## config.mk

```make
export PLATFORM = sky130hd
export DESIGN_NAME = id_pulse_scheduler
export DESIGN_NICKNAME = d
export VERILOG_FILES = /design/src/rtl/id_pulse_scheduler.sv
export SDC_FILE = /design/constraint.sdc
export NUM_CORES = 1
export LEC_CHECK = 0
export CAP_MARGIN = 10
export CORE_MARGIN = 2
export CORE_UTILIZATION = 35
export DETAILED_ROUTE_END_ITERATION = 10
export PLACE_DENSITY = 0.6
export SYNTH_ARGS = -nofsm -noshare
export SYNTH_HDL_FRONTEND = slang
export SYNTH_SLANG_ARGS = --single-unit
```

## constraint.sdc

```tcl
create_clock -name clk -period 7 [get_ports clk]
set_input_delay 1.4 -clock clk [delete_from_list [all_inputs] [get_ports clk]]
set_output_delay 1.4 -clock clk [all_outputs]
set_load 0.02 [all_outputs]
```

## src/rtl/id_pulse_scheduler.sv

```systemverilog
// id_pulse_scheduler: accumulates advance/retard requests from a loop filter
// into a signed pending count and meters them out as single-cycle
// increment/decrement pulses spaced at least GUARD_CYCLES apart.
//
// Handshake: there is no back-pressure. incReq/decReq are one-cycle strobes
// sampled on every rising edge; incOut/decOut are registered one-cycle
// strobes that the downstream counter must accept on the cycle they are high.
module id_pulse_scheduler #(
    parameter int GUARD_CYCLES = 4,
    parameter int PEND_W       = 4
) (
    input  logic                     clk,
    input  logic                     reset,
    input  logic                     incReq,
    input  logic                     decReq,
    input  logic                     enable,
    input  logic                     flush,
    output logic                     incOut,
    output logic                     decOut,
    output logic                     busy,
    output logic signed [PEND_W-1:0] pending,
    output logic                     satFlag,
    output logic [7:0]               dropCount,
    output logic [1:0]               dbgState
);

    typedef enum logic [1:0] {
        IDLE  = 2'd0,
        ISSUE = 2'd1,
        GUARD = 2'd2
    } state_e;

    // Two guard bits so the sum of three +/-1 terms never wraps before clamping.
    localparam int SW = PEND_W + 2;
    localparam logic signed [SW-1:0] ONE_W  = SW'(1);
    localparam logic signed [SW-1:0] PMAX_W = SW'((1 << (PEND_W - 1)) - 1);
    localparam logic signed [SW-1:0] NMAX_W = -PMAX_W;
    localparam logic [7:0]           GUARD_LOAD = 8'(GUARD_CYCLES - 1);

    state_e                   state_q, state_d;
    logic [7:0]               guard_q, guard_d;
    logic signed [PEND_W-1:0] pending_q, pending_d;
    logic                     inc_q, inc_d;
    logic                     dec_q, dec_d;
    logic                     sat_q, sat_d;
    logic [7:0]               drop_q, drop_d;
    logic signed [SW-1:0]     sum_w;
    logic                     lost;
    logic                     go;

    // Accumulator: requests plus the correction just issued, clamped to +/-PMAX.
    always_comb begin
        sum_w = {{2{pending_q[PEND_W-1]}}, pending_q};
        if (incReq && !decReq) sum_w = sum_w + ONE_W;
        if (decReq && !incReq) sum_w = sum_w - ONE_W;
        if (inc_q)             sum_w = sum_w - ONE_W;
        if (dec_q)             sum_w = sum_w + ONE_W;
        lost      = 1'b0;
        pending_d = sum_w[PEND_W-1:0];
        if (sum_w > PMAX_W) begin
            pending_d = PMAX_W[PEND_W-1:0];
            lost      = 1'b1;
        end else if (sum_w < NMAX_W) begin
            pending_d = NMAX_W[PEND_W-1:0];
            lost      = 1'b1;
        end
        sat_d  = sat_q | lost;
        drop_d = (lost && (drop_q != 8'hFF)) ? drop_q + 8'd1 : drop_q;
        // Flush discards everything pending, including this cycle's requests,
        // so nothing is lost to saturation and the drop history is kept.
        if (flush) begin
            pending_d = '0;
            sat_d     = 1'b0;
            drop_d    = drop_q;
        end
    end

    // A pulse may start only from registered work that is not being flushed.
    assign go = enable && (pending_q != '0) && !flush;

    // Next-state logic; the last GUARD cycle decides like IDLE so that
    // back-to-back pulses are exactly GUARD_CYCLES apart.
    always_comb begin
        state_d = state_q;
        guard_d = guard_q;
        case (state_q)
            IDLE: begin
                if (go) state_d = ISSUE;
            end
            ISSUE: begin
                state_d = GUARD;
                guard_d = GUARD_LOAD;
            end
            GUARD: begin
                if (guard_q <= 8'd1) begin
                    guard_d = 8'd0;
                    state_d = go ? ISSUE : IDLE;
                end else begin
                    guard_d = guard_q - 8'd1;
                end
            end
            default: begin
                state_d = IDLE;
                guard_d = 8'd0;
            end
        endcase
        inc_d = 1'b0;
        dec_d = 1'b0;
        if (state_d == ISSUE) begin
            inc_d = !pending_q[PEND_W-1];
            dec_d =  pending_q[PEND_W-1];
        end
    end

    // State, counters and registered outputs; reset overrides everything.
    always_ff @(posedge clk) begin
        if (reset) begin
            state_q   <= IDLE;
            guard_q   <= 8'd0;
            pending_q <= '0;
            inc_q     <= 1'b0;
            dec_q     <= 1'b0;
            sat_q     <= 1'b0;
            drop_q    <= 8'd0;
        end else begin
            state_q   <= state_d;
            guard_q   <= guard_d;
            pending_q <= pending_d;
            inc_q     <= inc_d;
            dec_q     <= dec_d;
            sat_q     <= sat_d;
            drop_q    <= drop_d;
        end
    end

    assign incOut    = inc_q;
    assign decOut    = dec_q;
    assign busy      = (state_q == ISSUE) || (state_q == GUARD);
    assign pending   = pending_q;
    assign satFlag   = sat_q;
    assign dropCount = drop_q;
    assign dbgState  = state_q;

endmodule

```

=== Yosys cells after proc, flatten, opt, wreduce, memory -nomap -nowiden ===
Index checks and enable logic that the tools add are counted.

* Bits of input ports: 6
* Register bits: 25
* Word-level logic and storage cells: 54
* Output and inout bits: 18

* Equal/unequal tests: 4
* Reductions and logical operators: 16
* $add $sub $neg: 6
* Bitwise gates (word level): 3
* Muxes and demuxes: 14
* Magnitude comparators: 3

{| class="wikitable"
|+ Operators by type and width
! cell !! number
|-
| 2-to-1 mux 6 bit || 4
|-
| case mux 8 bit (3 select lines) || 1
|-
| subtractor 6 x 2 -> 6 bit, second input constant || 2
|-
| adder 8 x 1 -> 8 bit, second input constant || 1
|-
| <= comparator 8 x 1 -> 1 bit, second input constant || 1
|-
| 2-to-1 mux 8 bit || 1
|-
| inequality test 8 bit, second input constant || 1
|-
| subtractor 8 x 1 -> 8 bit, second input constant || 1
|-
| adder 6 x 2 -> 6 bit, second input constant || 1
|-
| greater-than comparator 6 x 4 -> 1 bit, second input constant || 1
|-
| < comparator 6 x 4 -> 1 bit, second input constant || 1
|-
| case mux 2 bit (3 select lines) || 1
|-
| adder 4 x 2 -> 5 bit, second input constant || 1
|-
| logical AND 1 bit || 5
|-
| equality test 2 x 1 -> 1 bit, second input constant || 2
|-
| zero test 1 bit || 4
|-
| 2-to-1 mux 2 bit || 2
|-
| 2-to-1 mux 4 bit || 1
|-
| nonzero test 4 bit || 1
|-
| OR reduction 2 bit || 2
|-
| 2-to-1 mux 1 bit || 3
|-
| 2-to-1 mux 3 bit || 1
|-
| OR reduction 3 bit || 1
|-
| equality test 2 bit, second input constant || 1
|-
| other kinds (5) || 6
|}

=== Logic depth before layout (Yosys ltp) ===
Gate-level depths: netlist of the first run.

* Depth after elaboration: 14
* Depth in mapped cells: 17
* Gate-level depth less buffers: 17

=== Worst setup path after synthesis of the first run ===
Ideal clock, no wire load.

* Path kind: in2reg
* Start point: input incReq
* End point: register drop_q[0], in the netlist dropCount[0]
* Library setup time: 0.123 ns
* Data arrival time: 4.575 ns
* Path buffers: 1
* Data required time: 6.877 ns
* Slack: 2.302 ns
* Stages on the path: 16
* Path through: buf_2 > and3b_1 > a21oi_1 > ha_1 > nor3b_2 > a211oi_4 > ha_1 > a21oi_1 > ha_1 > nor2_1 > nand3b_1 > a21o_1 > and4_1 > a2bb2oi_4 > o22ai_2 > mux2_1

* Longest elaborated chain between the ends: 13
* Elaborated cells between the ends (all ways): 16
* Classes of those cells: add/sub: 3; order compare: 2; mux: 6; reduce/logical: 5

{| class="wikitable"
|+ Ends and longest elaborated chain
! element !! RTL line !! RTL
|-
| start: declaration || 14 || <nowiki>input logic incReq,</nowiki>
|-
| logical AND 1 bit || 54 || <nowiki>if (incReq && !decReq) sum_w = sum_w + ONE_W;</nowiki>
|-
| 2-to-1 mux 6 bit || 54 ||
|-
| subtractor 6 x 2 -> 6 bit || 55 || <nowiki>if (decReq && !incReq) sum_w = sum_w - ONE_W;</nowiki>
|-
| 2-to-1 mux 6 bit (*) || 55 ||
|-
| subtractor 6 x 2 -> 6 bit || 56 || <nowiki>if (inc_q) sum_w = sum_w - ONE_W;</nowiki>
|-
| 2-to-1 mux 6 bit (*) || 56 ||
|-
| adder 6 x 2 -> 6 bit || 57 || <nowiki>if (dec_q) sum_w = sum_w + ONE_W;</nowiki>
|-
| 2-to-1 mux 6 bit (*) || 57 ||
|-
| < comparator 6 x 4 -> 1 bit || 63 || <nowiki>end else if (sum_w < NMAX_W) begin</nowiki>
|-
| 2-to-1 mux 1 bit || 63 ||
|-
| 2-to-1 mux 1 bit (*) || 60 || <nowiki>if (sum_w > PMAX_W) begin</nowiki>
|-
| logical AND 1 bit (*) || 68 || <nowiki>drop_d = (lost && (drop_q != 8'hFF)) ? drop_q + 8'd1 : drop_q;</nowiki>
|-
| AND reduction 2 bit (no source line) (*) || -- ||
|-
| end signal: assignment || 132 || <nowiki>drop_q <= drop_d;</nowiki>
|-
| end: declaration || 46 || <nowiki>logic [7:0] drop_q, drop_d;</nowiki>
|}

Every way passes the cells marked *; elsewhere a longest branch is shown, timed or not.
A chain may end at the register's enable or synchronous reset.

=== Worst setup path after layout of the first run ===
* Start point: input incReq
* End point: register drop_q[6], in the netlist dropCount[6]

The elaborated chain is that of the path after synthesis.

==> results of run 1 <==
-- power by group --
group | leakage (nW) | total (mW) | switching (mW) | internal, mW
Combinational | 0.648 | 0.252 | 0.141 | 0.112
Clock | 0.0261 | 0.0898 | 0.0481 | 0.0417
Sequential | 0.203 | 0.182 | 0.0228 | 0.160
Total | 0.877 | 0.525 | 0.212 | 0.313
-- per-layer routing --
layer	vias up	part of all wire	track usage
li1	931	-	-
met1	844	0.51	0.1983
met2	20	0.47	0.2372
met3	2	0.021	0.01778
met4	0	0.0040	0.02542
met5	-	0	0
-- cells in the final DEF, fill, tap and decap left out, drive strengths merged, types with 2 or more instances in the layout --
cell and count:
dfxtp 25, nor2 24, clkdlybuf4s50 23, nand2 20, inv 13, ha 12
xnor2 12, nor2b 9, a21oi 9, o21ai 9, o22ai 9, mux2 8
nand4 7, nor3 6, and2 6, nand2b 5, nor4 5, nand3b 5
nand3 4, o21a 4, o211ai 3, and3 3, clkbuf 3, a211oi 3
nor4b 3, a2111oi 2, or3 2, a31oi 2, a21o 2, and4 2
mux2i 2, a21boi 2, xor2 2, xnor3 2
-- critical path, stage by stage --
cell	delay, ns
clkdlybuf4s50_1	0.66
and3b_1	0.30
a21oi_1	0.07
ha_1	0.32
nor3b_2	0.26
a211oi_4	0.09
ha_1	0.35
a21oi_1	0.25
ha_1	0.31
nor2_1	0.15
nand3b_1	0.09
a21o_1	0.22
and4_1	0.24
a2bb2oi_4	0.21
o22ai_1	0.17
mux2_1	0.34
-- worst paths after layout --
check / end / slack (ns)
max: dropCount[6] / 1.72
min: guard_q[1] / 0.50
max reg2reg: dropCount[6] / 2.65
min reg2reg: guard_q[1] / 0.50
-- area by class of cell --
class | instances | area share
inverter | 12 | 0.01855
timing repair buffer | 23 | 0.09480
clock buffer | 3 | 0.01700
clock inverter | 1 | 0.003606
sequential | 25 | 0.2061
tap | 75 | 0.03864
multi-input combinational | 199 | 0.6213
-- state kept, by name (all words and copies together), names as in the netlist --
| signal | cells |
|---|---|
| dbgState | 2 |
| decOut | 1 |
| dropCount | 8 |
| guard_q | 8 |
| incOut | 1 |
| pending | 4 |
| satFlag | 1 |
-- through the flow --
step	total power [mW]	util	worst slack, ns	instances	hold WS (ns)
4_1_cts	0.5300	0.4151	1.767	338	0.5005
3_5_place_dp	0.4381	0.4065	1.483	334	0.4805
2_1_floorplan	0.3773	-	2.302	243	0.4543
3_3_place_gp	0.4383	0.4065	1.554	334	0.4733
6_report	0.5246	0.4151	1.723	338	0.4952
5_1_grt	0.5638	0.4151	1.300	338	0.5294
-- cell families after synthesis --
| group | synth area share |
|---|---|
| adder cells (fa/ha/maj) | 0.07203 |
| AND/OR/NAND/NOR | 0.2881 |
| buffers and inverters | 0.03601 |
| XOR/XNOR | 0.09364 |
| AO/OA/AOI/OAI | 0.2173 |
| flip-flops | 0.2401 |
| multiplexers | 0.05282 |
==> impl_metrics.env, run 1 <==
export IMPL_grt_first_pass_wirelength_um=7603
export IMPL_die_y_um=81.18
export IMPL_skew_ns=0.007667
export IMPL_rsz0062_at_grt="false"
export IMPL_slew_limit_headroom=0.4492
export IMPL_nFillCells=597
export IMPL_post_cts_setup_buffers=0
export IMPL_final_antenna_net_count=0
export IMPL_crit_start="incReq"
export IMPL_core_area_mm2=0.005851
export IMPL_die_w_um=81.18
export IMPL_syn_instance_count=243
export IMPL_crit_required_ns=7.16
export IMPL_yosysMostFrequentCell="dfxtp_1"
export IMPL_cts_root_buf="clkbuf_8"
export IMPL_clkTransAtPathRegs_ns=0.09
export IMPL_hpwlAfterDp_um=3344
export IMPL_cts_buffers=3
export IMPL_wl_per_cell_um=13.16
export IMPL_status="completed"
export IMPL_clk_latency_ns=0.27
export IMPL_fin_crit_ns=5.277
export IMPL_drc=0
export IMPL_rows=28
export IMPL_netlist_top_cells_count="dfxtp_1, nor2_1, nand2_1"
export IMPL_yosysUniqueCellTypes=62
export IMPL_initial_core_util=0.3563
export IMPL_final_max_slew_viol_count=0
export IMPL_fin_area_mm2=0.002429
export IMPL_multi_input_area_mm2=0.001509
export IMPL_gp_congestion=0.8206
export IMPL_cts_tree="done"
export IMPL_portBuffers=23
export IMPL_postSynth_asyncResetShare=0
export IMPL_layout_drive_gt1_share=0.08365
export IMPL_h_tree_depth=1
export IMPL_fmax_ghz=0.1895
export IMPL_finalWirelength_um=4448
export IMPL_nets=282
export IMPL_cts_sinks=25
export IMPL_postSynthAreaPerCell_um2=8.578
export IMPL_ctsResizeCount=0
export IMPL_die_area_mm2=0.006589
export IMPL_netlist_area_mm2=0.002084
export IMPL_powerDensity_mw_per_mm2=216.0
export IMPL_seq_area_um2=500.5
export IMPL_diodes=0
export IMPL_antenna_found_initial=0
export IMPL_hp_start="guard_q[1]"
export IMPL_drt_first_pass_iters=4
export IMPL_syn_nets=261
export IMPL_fin_setup_tns_ns=0
export IMPL_vias=1797
export IMPL_ys_flop_type="dfxtp_1"
export IMPL_synth_seq_cells=25
export IMPL_yosys_top_cells_area="dfxtp_1, ha_1, nor2_1"
export IMPL_synth_largest_area_cell="dfxtp_1"
export IMPL_end_kind="flip-flop"
export IMPL_path_max_fanout=8
export IMPL_syn_to_final_growth_pct=16.51
export IMPL_via_per_inst=5.317
export IMPL_yosysSeqAreaShare=0.2401
export IMPL_cts_hold_buffers=0
export IMPL_yosysTopAreaCellShare=0.2401
export IMPL_clockBufferDepth=2
export IMPL_setup_viol=0
export IMPL_grt_pass1_vias=1684
export IMPL_io_pins=24
export IMPL_hold_class="flip-flop to flip-flop"
export IMPL_maxCapViolations=0
export IMPL_cp_start_kind="input pin"
export IMPL_hold_depth=2
export IMPL_synth_edf_count=0
export IMPL_finalCritPeriodShare=0.7539
export IMPL_reg2reg_from="pending[1]"
export IMPL_grt_usage=0.1423
export IMPL_tightest_slew_ns=0.8223
export IMPL_ys_warn_count=0
export IMPL_finalHoldViolations=0
export IMPL_reg2reg_depth=17
export IMPL_drt_iter0_drc=111
export IMPL_p_leak_nw=0.8771
export IMPL_grt_max_degree=24
export IMPL_crit_type="input pin to flip-flop"
export IMPL_placed_cell_area_mm2=0.002379
export IMPL_arrival_ns=5.43
export IMPL_peakVddDrop_uv=169.6
export IMPL_grt_overflow=0
Power figures use the tool's default switching activity.
==> run 2, diff against run 1 <==
==> constraint.sdc (replaced) <==
create_clock -name clk -period 4.9 [get_ports clk]
set_input_delay 0.98 -clock clk [delete_from_list [all_inputs] [get_ports clk]]
set_output_delay 0.98 -clock clk [all_outputs]
set_load 0.02 [all_outputs]
==> run 2 against run 1 <==
Effect of this change:
- wire length grew 2.9%
- sequential power grew 43%
- sequential share of layout area shrank 0.65 points
- clock power grew 38%
==> impl_metrics.env, run 2 (synthesized netlist as in run 1, its figures left out) <==
export IMPL_end_kind="flip-flop"
export IMPL_layout_drive_gt1_share=0.1204
export IMPL_r2r_setup_slack_ns=0.74
export IMPL_grt_met1_usage=0.1968
export IMPL_die_y_um=81.18
export IMPL_grt_most_used_layer="met2"
export IMPL_portBuffers=23
export IMPL_final_common_cell="dfxtp_1"
export IMPL_finalPower_mw=0.7657
export IMPL_nFillCells=582
export IMPL_mostFrequentLayoutCells="dfxtp_1, nor2_1, clkdlybuf4s50_1"
export IMPL_final_max_slew_viol_count=0
export IMPL_fmax_ghz=0.2211
export IMPL_clkTransAtPathRegs_ns=0.09
export IMPL_finalWirelength_um=4575
export IMPL_grt_usage=0.1513
export IMPL_rows=28
export IMPL_vias=1831
export IMPL_crit_required_ns=5.06
export IMPL_nets=293
export IMPL_fin_crit_ns=4.522
export IMPL_crit_end="dropCount[7]"
export IMPL_clk_latency_ns=0.27
export IMPL_grt_max_degree=24
export IMPL_clockBufferDepth=2
export IMPL_hp_start="satFlag"
export IMPL_grt_first_pass_wirelength_um=7935
export IMPL_diodes=0
export IMPL_reg2reg_to="dropCount[7]"
export IMPL_cts_hold_buffers=0
export IMPL_drt_iter0_drc=71
export IMPL_path_max_fanout=8
export IMPL_arrival_ns=4.68
export IMPL_gp_congestion=0.8606
export IMPL_p_leak_nw=0.9313
export IMPL_core_area_mm2=0.005851
export IMPL_crit_type="input pin to flip-flop"
export IMPL_crit_start="decReq"
export IMPL_finalHoldViolations=0
export IMPL_die_w_um=81.18
export IMPL_post_cts_setup_buffers=0
export IMPL_ctsResizeCount=0
export IMPL_hold_class="flip-flop to flip-flop"
export IMPL_status="completed"
export IMPL_powerDensity_mw_per_mm2=305.4
export IMPL_skew_ns=0.001407
export IMPL_finalCoreUtilization=0.4286
export IMPL_seq_area_um2=500.5
export IMPL_cts_tree="done"
export IMPL_cts_buffers=3
export IMPL_rsz0062_at_grt="false"
export IMPL_fin_setup_tns_ns=0
export IMPL_cts_root_buf="clkbuf_8"
export IMPL_grt_util_met3=0.01889
export IMPL_antenna_found_initial=0
export IMPL_cts_sinks=25
export IMPL_tightest_slew_ns=0.8846
export IMPL_reg2reg_from="pending[1]"
export IMPL_peakVddDrop_uv=210.7
export IMPL_syn_to_final_growth_pct=20.29
export IMPL_met2_usage=0.2612
export IMPL_grt_overflow=0
export IMPL_grt_pass1_vias=1749
export IMPL_hpwlAfterDp_um=3511
export IMPL_h_tree_depth=1
export IMPL_cp_start_kind="input pin"
export IMPL_slew_limit_headroom=0.4075
export IMPL_final_antenna_net_count=0
export IMPL_multi_input_area_mm2=0.001509
export IMPL_wl_per_cell_um=13.11
export IMPL_drt_first_pass_iters=4
export IMPL_via_per_inst=5.246
export IMPL_reg2reg_depth=16
export IMPL_die_area_mm2=0.006589
export IMPL_drc=0
export IMPL_initial_core_util=0.3563
export IMPL_io_pins=24
export IMPL_finalCritPeriodShare=0.9230
export IMPL_maxCapViolations=0
export IMPL_setup_viol=0
==> run 2: changes by cell type in the layout (fill, tap and decap cells not counted), sizes merged <==
cell,delta
clkinv,+1
inv,-1
buf,+11
==> run 2: stage by stage <==
step | hold WS [ns] | worst slack, ns | instances | instance area [um2]
2_1_floorplan | 0.4543 | 0.6216 | 243 | 2085
4_1_cts | 0.5052 | 0.3674 | 349 | 2507
3_5_place_dp | 0.4823 | 0.08054 | 345 | 2461
3_3_place_gp | 0.4747 | 0.1354 | 345 | 2461
6_report | 0.4960 | 0.3775 | 349 | 2507
5_1_grt | 0.5112 | 0.1776 | 349 | 2507
==> run 2: metal layers <==
layer,share of wire,vias to the layer above
li1,-,951
met1,0.49,852
met2,0.49,26
met3,0.022,2
met4,0.0050,0
met5,0,-
==> run 2: worst min path at each step <==
| stage | end | slack, ns | depth (start not counted) |
|---|---|---|---|
| floorplan | guard_q[1] | 0.45 | 2 |
| global placement | satFlag | 0.47 | 1 |
| detailed placement | satFlag | 0.48 | 1 |
| CTS | satFlag | 0.51 | 1 |
| global route | satFlag | 0.51 | 1 |
| finish | satFlag | 0.50 | 1 |
==> run 2: where the power goes <==
| group | internal [mW] | switching (mW) | leakage, nW | total [mW] |
|---|---|---|---|---|
| logic | 0.177 | 0.205 | 0.703 | 0.382 |
| registers | 0.228 | 0.0319 | 0.203 | 0.260 |
| clock network | 0.0569 | 0.0667 | 0.0255 | 0.124 |
==> run 2: critical path, cell delays in order <==
cell and delay (ns):
clkdlybuf4s50_1 0.52, nand2b_1 0.20, a21oi_1 0.09, ha_1 0.32, nor3b_2 0.26, a211oi_4 0.07
ha_1 0.32, buf_4 0.14, nor2b_1 0.14, nor4b_4 0.30, o311ai_4 0.19, or4_4 0.57
nand3b_4 0.14, o22ai_1 0.11, mux2_1 0.32
==> run 2: layout make-up <==
cell class | count | share of cell area
Clock buffer | 3 | 0.01647
Clock inverter | 1 | 0.001996
Inverter | 12 | 0.01796
Multi-Input combinational cell | 199 | 0.6018
Sequential cell | 25 | 0.1996
Tap cell | 75 | 0.03743
Timing Repair Buffer | 34 | 0.1248
==> run 3, diff against run 2 <==
--- a/config.mk
+++ b/config.mk
@@ -5,8 +5,9 @@
 export SDC_FILE = /design/constraint.sdc
 export NUM_CORES = 1
 export LEC_CHECK = 0
+export ABC_CLOCK_PERIOD_IN_PS = 4900
 export CAP_MARGIN = 10
-export CORE_MARGIN = 2
+export CORE_MARGIN = 3
 export CORE_UTILIZATION = 35
 export DETAILED_ROUTE_END_ITERATION = 10
 export PLACE_DENSITY = 0.6
==> run 3 against run 2 <==
Effect of this change:
- count of clock-buffer cells in the layout stayed put
- sequential share of layout area is 0.25 points higher
- highest routed layer unchanged
- critical path depth is 1 higher
- wire length is 2.7% lower
- critical path type unchanged
- largest power group unchanged
==> impl_metrics.env, run 3 (synthesized netlist as in run 1, its figures left out) <==
export IMPL_status="completed"
export IMPL_p_leak_nw=0.9081
export IMPL_place_inst=337
export IMPL_gp_congestion=0.8103
export IMPL_grt_overflow=0
export IMPL_finalHoldViolations=0
export IMPL_rsz0062_at_grt="false"
export IMPL_peakVddDrop_uv=188.6
export IMPL_crit_required_ns=5.06
export IMPL_die_area_mm2=0.006918
export IMPL_placed_cell_area_mm2=0.002420
export IMPL_hold_class="flip-flop to flip-flop"
export IMPL_h_tree_depth=1
export IMPL_clkTransAtPathRegs_ns=0.09
export IMPL_setup_viol=0
export IMPL_syn_to_final_growth_pct=18.79
export IMPL_fin_area_mm2=0.002476
export IMPL_hpwlAfterDp_um=3448
export IMPL_grt_pass1_vias=1698
export IMPL_drt_first_pass_iters=4
export IMPL_cts_tree="done"
export IMPL_final_max_slew_viol_count=0
export IMPL_final_antenna_net_count=0
export IMPL_clockBufferDepth=2
export IMPL_rows=27
export IMPL_cts_sinks=25
export IMPL_final_common_cell="dfxtp_1"
export IMPL_hp_start="guard_q[1]"
export IMPL_finalCoreUtilization=0.4389
export IMPL_via_per_inst=5.279
export IMPL_fin_setup_tns_ns=0
export IMPL_path_max_fanout=8
export IMPL_cts_buffers=3
export IMPL_end_kind="flip-flop"
export IMPL_drc=0
export IMPL_fin_crit_ns=4.578
export IMPL_portBuffers=23
export IMPL_antenna_found_initial=0
export IMPL_multi_input_area_mm2=0.001515
export IMPL_ctsResizeCount=0
export IMPL_crit_type="input pin to flip-flop"
export IMPL_finalCritPeriodShare=0.9343
export IMPL_finalWirelength_um=4452
export IMPL_drt_iter0_drc=64
export IMPL_fmax_ghz=0.2184
export IMPL_skew_ns=0.002455
export IMPL_die_w_um=83.18
export IMPL_layoutNonFillerInstCount=341
export IMPL_cts_hold_buffers=0
export IMPL_layout_drive_gt1_share=0.1078
export IMPL_initial_core_util=0.3695
export IMPL_reg2reg_from="pending[0]"
export IMPL_wl_per_cell_um=13.06
export IMPL_die_y_um=83.18
export IMPL_post_place_ws_ns=-0.1954
export IMPL_grt_first_pass_wirelength_um=7790
export IMPL_diodes=0
export IMPL_tightest_slew_ns=0.8453
export IMPL_grt_usage=0.1298
export IMPL_nFillCells=554
export IMPL_vias=1800
export IMPL_slew_limit_headroom=0.4339
export IMPL_nets=288
export IMPL_io_pins=24
export IMPL_cp_start_kind="input pin"
export IMPL_mostFrequentLayoutCells="dfxtp_1, nor2_1, clkdlybuf4s50_1"
export IMPL_crit_start="decReq"
export IMPL_post_cts_setup_buffers=0
export IMPL_arrival_ns=4.74
export IMPL_maxCapViolations=0
export IMPL_layout_setup_ws_ns=0.3218
export IMPL_seq_area_um2=500.5
export IMPL_powerDensity_mw_per_mm2=304.4
export IMPL_grt_max_degree=24
export IMPL_core_area_mm2=0.005642
export IMPL_cts_root_buf="clkbuf_8"
export IMPL_clk_latency_ns=0.27
==> run 3: cell type report <==
type / count / area share
sequential: 25 / 0.2021
multi-input combinational: 199 / 0.6119
inverter: 12 / 0.01819
timing repair buffer: 29 / 0.1112
clock buffer: 3 / 0.01668
tap: 72 / 0.03638
clock inverter: 1 / 0.003537
==> run 3: power by group <==
group / total, mW / switching (mW) / internal [mW]
Sequential: 0.260 / 0.0322 / 0.228
Clock: 0.126 / 0.0667 / 0.0595
Combinational: 0.367 / 0.203 / 0.165
Total: 0.754 / 0.301 / 0.452
==> run 3: final timing paths <==
path | end | slack (ns) | cells past startpoint
worst max-delay path | dropCount[6] | 0.32 | 16
worst min register to register | guard_q[1] | 0.49 | 2
worst max register to register | dropCount[6] | 0.67 | 17
worst min-delay path | guard_q[1] | 0.49 | 2
==> run 3: critical path: stages <==
cell and delay, ns:
clkdlybuf4s50_1 0.53, nand2b_1 0.21, a21oi_1 0.09, ha_1 0.31, nor3b_2 0.27, a211oi_4 0.09
ha_1 0.34, a21oi_1 0.21, ha_1 0.28, nor2_1 0.15, nand3b_1 0.09, a21o_1 0.22
and4_1 0.23, a2bb2oi_4 0.21, o22ai_1 0.18, mux2_1 0.34
==> run 3: metal layers <==
metal,vias up,GRT usage,part of all wire,routed length (um)
met3,2,0.01687,0.025,113
met4,0,0.02229,0.0043,19
met2,27,0.2114,0.47,2077
met5,-,0,0,0
li1,936,-,-,-
met1,835,0.1851,0.50,2242
==> run 3: metrics by stage <==
stage	hold slack, ns	power, mW
global route	0.5252	0.8108
detailed placement	0.4779	0.6295
floorplan	0.4543	0.5391
CTS	0.4919	0.7588
global placement	0.4753	0.6287
finish	0.4876	0.7537
